[src/rtl/id_stage.sv]
// rtl/id_stage.sv - instruction decode stage: IF/ID register, 32x32 register file,
// decoder, branch resolution in ID and the registered ID/EXE bundle.
module id_stage #(
   parameter logic [31:0] NOP_WORD = 32'h0000_0000
) (
   input  logic        clk,
   input  logic        rst,
   input  logic [31:0] if_instruction,
   input  logic [31:0] if_pc,
   input  logic        freeze,
   input  logic        wb_en,
   input  logic [4:0]  wb_dest,
   input  logic [31:0] wb_value,
   output logic        branch_taken,
   output logic [31:0] branch_address,
   output logic [3:0]  ex_cmd,
   output logic [31:0] ex_val1,
   output logic [31:0] ex_val2,
   output logic [31:0] ex_st_val,
   output logic [4:0]  ex_dest,
   output logic        ex_wb_en,
   output logic        ex_mem_r_en,
   output logic        ex_mem_w_en,
   output logic [31:0] ex_pc
);

   localparam logic [5:0] OP_ADD  = 6'b000001, OP_SUB  = 6'b000011, OP_AND  = 6'b000101,
                          OP_OR   = 6'b000110, OP_NOR  = 6'b000111, OP_XOR  = 6'b001000,
                          OP_SLA  = 6'b001001, OP_SLL  = 6'b001010, OP_SRA  = 6'b001011,
                          OP_SRL  = 6'b001100, OP_ADDI = 6'b100000, OP_SUBI = 6'b100001,
                          OP_LD   = 6'b100100, OP_ST   = 6'b100101, OP_BEZ  = 6'b101000,
                          OP_BNE  = 6'b101001, OP_JMP  = 6'b101010;

   localparam logic [3:0] CMD_ADD = 4'b0000, CMD_SUB = 4'b0010, CMD_AND = 4'b0100,
                          CMD_OR  = 4'b0101, CMD_NOR = 4'b0110, CMD_XOR = 4'b0111,
                          CMD_SLA = 4'b1000, CMD_SLL = 4'b1001, CMD_SRA = 4'b1010,
                          CMD_SRL = 4'b1011;

   logic [31:0] id_ir;
   logic [31:0] id_pc;
   logic [31:0] rf [32];

   logic [5:0]  op;
   logic [4:0]  rs, rt, rd;
   logic [31:0] imm_sext;
   logic [31:0] rs_val, rt_val;

   logic [3:0]  d_cmd;
   logic [4:0]  d_dest;
   logic        d_wb, d_mr, d_mw, use_imm, is_br, br_cond;
   logic [31:0] target;

   assign op       = id_ir[31:26];
   assign rs       = id_ir[25:21];
   assign rt       = id_ir[20:16];
   assign rd       = id_ir[15:11];
   assign imm_sext = {{16{id_ir[15]}}, id_ir[15:0]};

   // Register file: contents survive reset; r0 is never stored to and reads as zero.
   always_ff @(posedge clk) begin
      if (wb_en && wb_dest != 5'd0)
         rf[wb_dest] <= wb_value;
   end

   // Write-through: a same-cycle WB to the read index is returned directly.
   always_comb begin
      rs_val = rf[rs];
      if (rs == 5'd0)
         rs_val = 32'd0;
      else if (wb_en && wb_dest == rs)
         rs_val = wb_value;
      rt_val = rf[rt];
      if (rt == 5'd0)
         rt_val = 32'd0;
      else if (wb_en && wb_dest == rt)
         rt_val = wb_value;
   end

   always_comb begin
      d_cmd   = CMD_ADD;
      d_dest  = 5'd0;
      d_wb    = 1'b0;
      d_mr    = 1'b0;
      d_mw    = 1'b0;
      use_imm = 1'b0;
      is_br   = 1'b0;
      br_cond = 1'b0;
      case (op)
         OP_ADD:  begin d_cmd = CMD_ADD; d_dest = rd; d_wb = 1'b1; end
         OP_SUB:  begin d_cmd = CMD_SUB; d_dest = rd; d_wb = 1'b1; end
         OP_AND:  begin d_cmd = CMD_AND; d_dest = rd; d_wb = 1'b1; end
         OP_OR:   begin d_cmd = CMD_OR;  d_dest = rd; d_wb = 1'b1; end
         OP_NOR:  begin d_cmd = CMD_NOR; d_dest = rd; d_wb = 1'b1; end
         OP_XOR:  begin d_cmd = CMD_XOR; d_dest = rd; d_wb = 1'b1; end
         OP_SLA:  begin d_cmd = CMD_SLA; d_dest = rd; d_wb = 1'b1; end
         OP_SLL:  begin d_cmd = CMD_SLL; d_dest = rd; d_wb = 1'b1; end
         OP_SRA:  begin d_cmd = CMD_SRA; d_dest = rd; d_wb = 1'b1; end
         OP_SRL:  begin d_cmd = CMD_SRL; d_dest = rd; d_wb = 1'b1; end
         OP_ADDI: begin d_cmd = CMD_ADD; d_dest = rt; d_wb = 1'b1; use_imm = 1'b1; end
         OP_SUBI: begin d_cmd = CMD_SUB; d_dest = rt; d_wb = 1'b1; use_imm = 1'b1; end
         OP_LD:   begin d_cmd = CMD_ADD; d_dest = rt; d_wb = 1'b1; d_mr = 1'b1; use_imm = 1'b1; end
         OP_ST:   begin d_cmd = CMD_ADD; d_mw = 1'b1; use_imm = 1'b1; end
         OP_BEZ:  begin is_br = 1'b1; br_cond = (rs_val == 32'd0); end
         OP_BNE:  begin is_br = 1'b1; br_cond = (rs_val != rt_val); end
         OP_JMP:  begin is_br = 1'b1; br_cond = 1'b1; end
         default: ;
      endcase
      if (d_dest == 5'd0)
         d_wb = 1'b0;
   end

   assign target         = id_pc + 32'd4 + {imm_sext[29:0], 2'b00};
   assign branch_taken   = is_br & br_cond & ~freeze & ~rst;
   assign branch_address = is_br ? target : 32'd0;

   // A taken redirect squashes the word fetched behind the branch at the same edge.
   always_ff @(posedge clk) begin
      if (rst || branch_taken) begin
         id_ir <= NOP_WORD;
         id_pc <= 32'd0;
      end else if (!freeze) begin
         id_ir <= if_instruction;
         id_pc <= if_pc;
      end
   end

   always_ff @(posedge clk) begin
      if (rst || (!freeze && is_br)) begin
         ex_cmd      <= 4'd0;
         ex_val1     <= 32'd0;
         ex_val2     <= 32'd0;
         ex_st_val   <= 32'd0;
         ex_dest     <= 5'd0;
         ex_wb_en    <= 1'b0;
         ex_mem_r_en <= 1'b0;
         ex_mem_w_en <= 1'b0;
         ex_pc       <= 32'd0;
      end else if (!freeze) begin
         ex_cmd      <= d_cmd;
         ex_val1     <= rs_val;
         ex_val2     <= use_imm ? imm_sext : rt_val;
         ex_st_val   <= rt_val;
         ex_dest     <= d_dest;
         ex_wb_en    <= d_wb;
         ex_mem_r_en <= d_mr;
         ex_mem_w_en <= d_mw;
         ex_pc       <= id_pc;
      end
   end

endmodule

[config.mk]
export PLATFORM = sky130hd
export DESIGN_NAME = id_stage
export DESIGN_NICKNAME = d
export VERILOG_FILES = /design/src/rtl/id_stage.sv
export SDC_FILE = /design/constraint.sdc
export NUM_CORES = 2
export LEC_CHECK = 0
export CAP_MARGIN = 20
export CORE_MARGIN = 1.5
export CORE_UTILIZATION = 61
export CTS_CLUSTER_SIZE = 16
export DETAILED_ROUTE_END_ITERATION = 12
export GPL_ROUTABILITY_DRIVEN = 0
export MAX_ROUTING_LAYER = met4
export PLACE_DENSITY_LB_ADDON = 0.3
export SETUP_SLACK_MARGIN = 0.2
export SYNTH_ARGS = -nofsm -noshare
export SYNTH_HDL_FRONTEND = slang
export SYNTH_SLANG_ARGS = --single-unit
[constraint.sdc]
create_clock -name clk -period 6.2 [get_ports clk]
set_clock_uncertainty 0.15 [all_clocks]
set_input_delay 1.24 -clock clk [delete_from_list [all_inputs] [get_ports clk]]
set_output_delay 1.24 -clock clk [all_outputs]
set_load 0.05 [all_outputs]
==> flow_metrics.tcl <==
set metrics [dict create \
    p_leak_nw 23.3 \
    clock_latency_ns 0.74 \
    top_layer_used "met4" \
    hold_start "ex_val2[31]$_SDFFE_PP0N_" \
    crit_path_end_kind "output pin" \
    finalHoldViolCount 0 \
    worst_slew_margin_rel 0.0920 \
    clock.fmax_ghz 0.160 \
    layout_setup_ws_ns -0.0491 \
    synthMuxAreaShare 0.241 \
    io_buffers 277 \
    status "finished, violations left" \
    worstPathArrival_ns 4.86 \
    grt_pass1_wl_um 281000 \
    die_h_um 313 \
    hold_buffers 0 \
    pre_cts_ws_ns -0.178 \
    dr_wl_met2_um 91400 \
    clkSinkCount 1238 \
    clk_pin_slew_ns 0.06 \
    synth_compound_area_frac 0.0548 \
    initialDrtViolationCount 7490 \
    avgRoutedWirePerCell_um 38.0 \
    maxCapViolations 0 \
    cts_root_buf "clkbuf_16" \
    wl_met1_um 62700 \
    area_growth_pct 18.3 \
    synth_area_um2 58500 \
    synth_top_family_by_area "multiplexers" \
    yosysTopAreaCellShare 0.526 \
    drive_gt1_frac 0.293 \
    initial_utilization 0.616 \
    synth-edff-count 1024 \
    vdd_drop_max_mv 0.258 \
    maxSlewViolCount 0 \
    grt_pass1_vias 39349 \
    synth_xor_area_frac 0.00898 \
    avgViaCountPerCell 7.61 \
    nNetsFinal 4205 \
    cts_buffers 119 \
    synth_fa_ha_area_frac 0.0125 \
    fp.dieArea_um2 97800 \
    antenna_found_initial 15 \
    power.density_nw_per_um2 287 \
    grt_max_degree 177 \
    fin_crit_sh 1.01 \
    ys_seq_area_frac 0.599 \
    cts_buffer_depth 3 \
    cts_tree "yes" \
    drcViolationCount 0 \
    power.total_w 0.0199 \
    synth_cell_types 78 \
    path_max_fanout 16 \
    overflow 0 \
    r2r_setup_slack_ns 0.96 \
    reg2reg_depth 15 \
    synth-simple-area-share 0.0577 \
    hp-class "reg -> reg" \
    worst_slew_pin_slew_ns 1.36 \
    ant_nets 0 \
    setup_viol 1 \
    rsz0062_at_grt "yes" \
    period_needed_ns 6.25 \
    ys.warnings.count 0 \
    ios 278 \
    failed_checks "negative setup slack" \
    drt_wl_total_um 206000 \
    min_path_cells 2 \
    chipWidth_um 313 \
    first_pass_iters 10 \
    dp_hpwl_um 124000 \
    crit_type "reg -> out" \
    cts.htree.levels 3 \
    grt_usage 0.419 \
    synth_area_leader_cell "edfxtp_1" \
    ys.flop_type "edfxtp_1" \
    rows 113 \
    route.vias.total 41284 \
    synthTopCellsByArea "edfxtp_1 (53%), mux4_2 (21%), dfxtp_1 (7.3%), mux2i_1 (3.5%), nor2_1 (1.8%)" \
    postSynthCellCount 3560 \
    crit_end "branch_taken" \
    avgSynthCellArea_um2 16.4 \
    core-area_um2 95000 \
    crit_path_start_kind "flip-flop" \
    ys_ff_latch 1238 \
    async_flop_share 0 \
    required_ns 4.81 \
    wl_met3_um 35500 \
]
## report_power, final
| group | switching [W] | internal [W] | total [W] | leakage (nW) |
|---|---|---|---|---|
| registers | 0.000153 | 0.00919 | 0.00934 | 11.0 |
| logic | 0.00181 | 0.00119 | 0.00301 | 10.4 |
| clock network | 0.00324 | 0.00428 | 0.00752 | 1.94 |
## Yosys cell counts (15+ instances only)
library cell / instances
clkbuf_1: 144
nand2_1: 122
inv_1: 28
buf_4: 33
buf_2: 38
o21ai_0: 53
mux4_2: 533
edfxtp_1: 1024
buf_1: 26
a21o_1: 20
buf_6: 26
nand2b_1: 24
nor2_1: 275
a221oi_1: 27
ha_1: 57
a21oi_1: 138
o22ai_1: 50
dfxtp_1: 214
nor3_1: 54
a22oi_1: 103
xnor2_1: 35
or3_1: 24
nand3_1: 20
xor2_1: 25
nor3_2: 50
and2_1: 15
nor2b_1: 20
mux2i_1: 204
## state kept, by name (all words and copies together), names as in the netlist, named ones only
register and count:
ex_dest 5, ex_val1 32, ex_cmd 4, id_pc 32, ex_mem_w_en 1, id_ir 32
ex_pc 32, ex_val2 32, ex_mem_r_en 1, ex_wb_en 1, rf 1024, ex_st_val 32
## cell families (layout without fill, tap and decap cells)
kind of cell | after synthesis | count (layout)
AOI/OAI and AO/OA | 486 | 486
xor gates and xnor gates | 60 | 60
adders and majority gates | 58 | 58
buffers and inverters | 300 | 849
DFF | 1238 | 1238
muxes | 742 | 742
other | 1 | 54
and+or+nand+nor | 675 | 675
## worst min-delay path by stage
| stage | slack [ns] | endpoint |
|---|---|---|
| after floorplan | 0.32 | ex_pc[0]$_SDFFE_PP0N_ |
| after global placement | 0.30 | ex_cmd[3]$_SDFFE_PP0N_ |
| after detailed placement | 0.31 | ex_val2[31]$_SDFFE_PP0N_ |
| after CTS | 0.32 | ex_val2[31]$_SDFFE_PP0N_ |
| after global routing | 0.35 | ex_val2[24]$_SDFFE_PP0N_ |
| final | 0.32 | ex_val2[31]$_SDFFE_PP0N_ |
## cell usage in the layout (no fill, tap or decap), types with 32 or more instances in the layout
master / count
a21oi_1: 132
nor2_1: 250
conb_1: 32
nand2_1: 115
mux2i_1: 201
o21ai_0: 49
a22oi_1: 102
nor3_1: 48
edfxtp_1: 1024
mux4_2: 533
clkdlybuf4s50_1: 257
buf_4: 283
nor3_2: 56
ha_1: 56
xnor2_1: 35
dfxtp_1: 207
o22ai_1: 45
clkbuf_16: 133
## repair_timing
item,4_1_cts,5_1_grt
gates cloned,1,9
endpoints found under the setup margin,9,8
resized for setup,26,59
pin swaps,1,10
setup buffers,11,22
## through the flow
stage	cell area [um2]	hold WS [ns]	setup TNS (ns)	std cells	util
finish	69200	0.320	-0.0491	5427	0.728
global route	69200	0.349	-0.0289	5423	0.728
CTS	68500	0.323	0	5374	0.721
detailed placement	64200	0.314	-0.178	5143	0.676
global placement	64200	0.305	-0.0901	5143	0.676
floorplan	58600	0.324	0	3591	-
## layout make-up
cell class	instances	area, um2
Sequential cell	1238	35100
Fill cell	5554	25800
Multi-Input combinational cell	2053	22500
Timing Repair Buffer	599	5890
Clock buffer	155	3270
Tap cell	1265	1580
Clock inverter	64	703
Inverter	31	116
Antenna cell	22	55.1
## worst max-delay path, cell delays in order, from the launching register on
cell and delay, ns:
dfxtp_1 0.69, buf_4 0.39, nor2b_2 0.24, buf_4 0.30, a22oi_1 0.15, nand2_1 0.22
o22ai_1 0.12, or3_1 0.41, xnor2_1 0.15, nor4_1 0.33, nand4_1 0.25, nor4_2 0.26
o211ai_1 0.25, nor2b_4 0.21, buf_6 0.18
## per-layer routing
layer,track usage,vias to the layer above
met5,-,-
met4,0.269,0
met3,0.164,1081
met2,0.602,4435
met1,0.495,20220
li1,-,15548
Note: power is estimated with default switching activity, not from simulation.
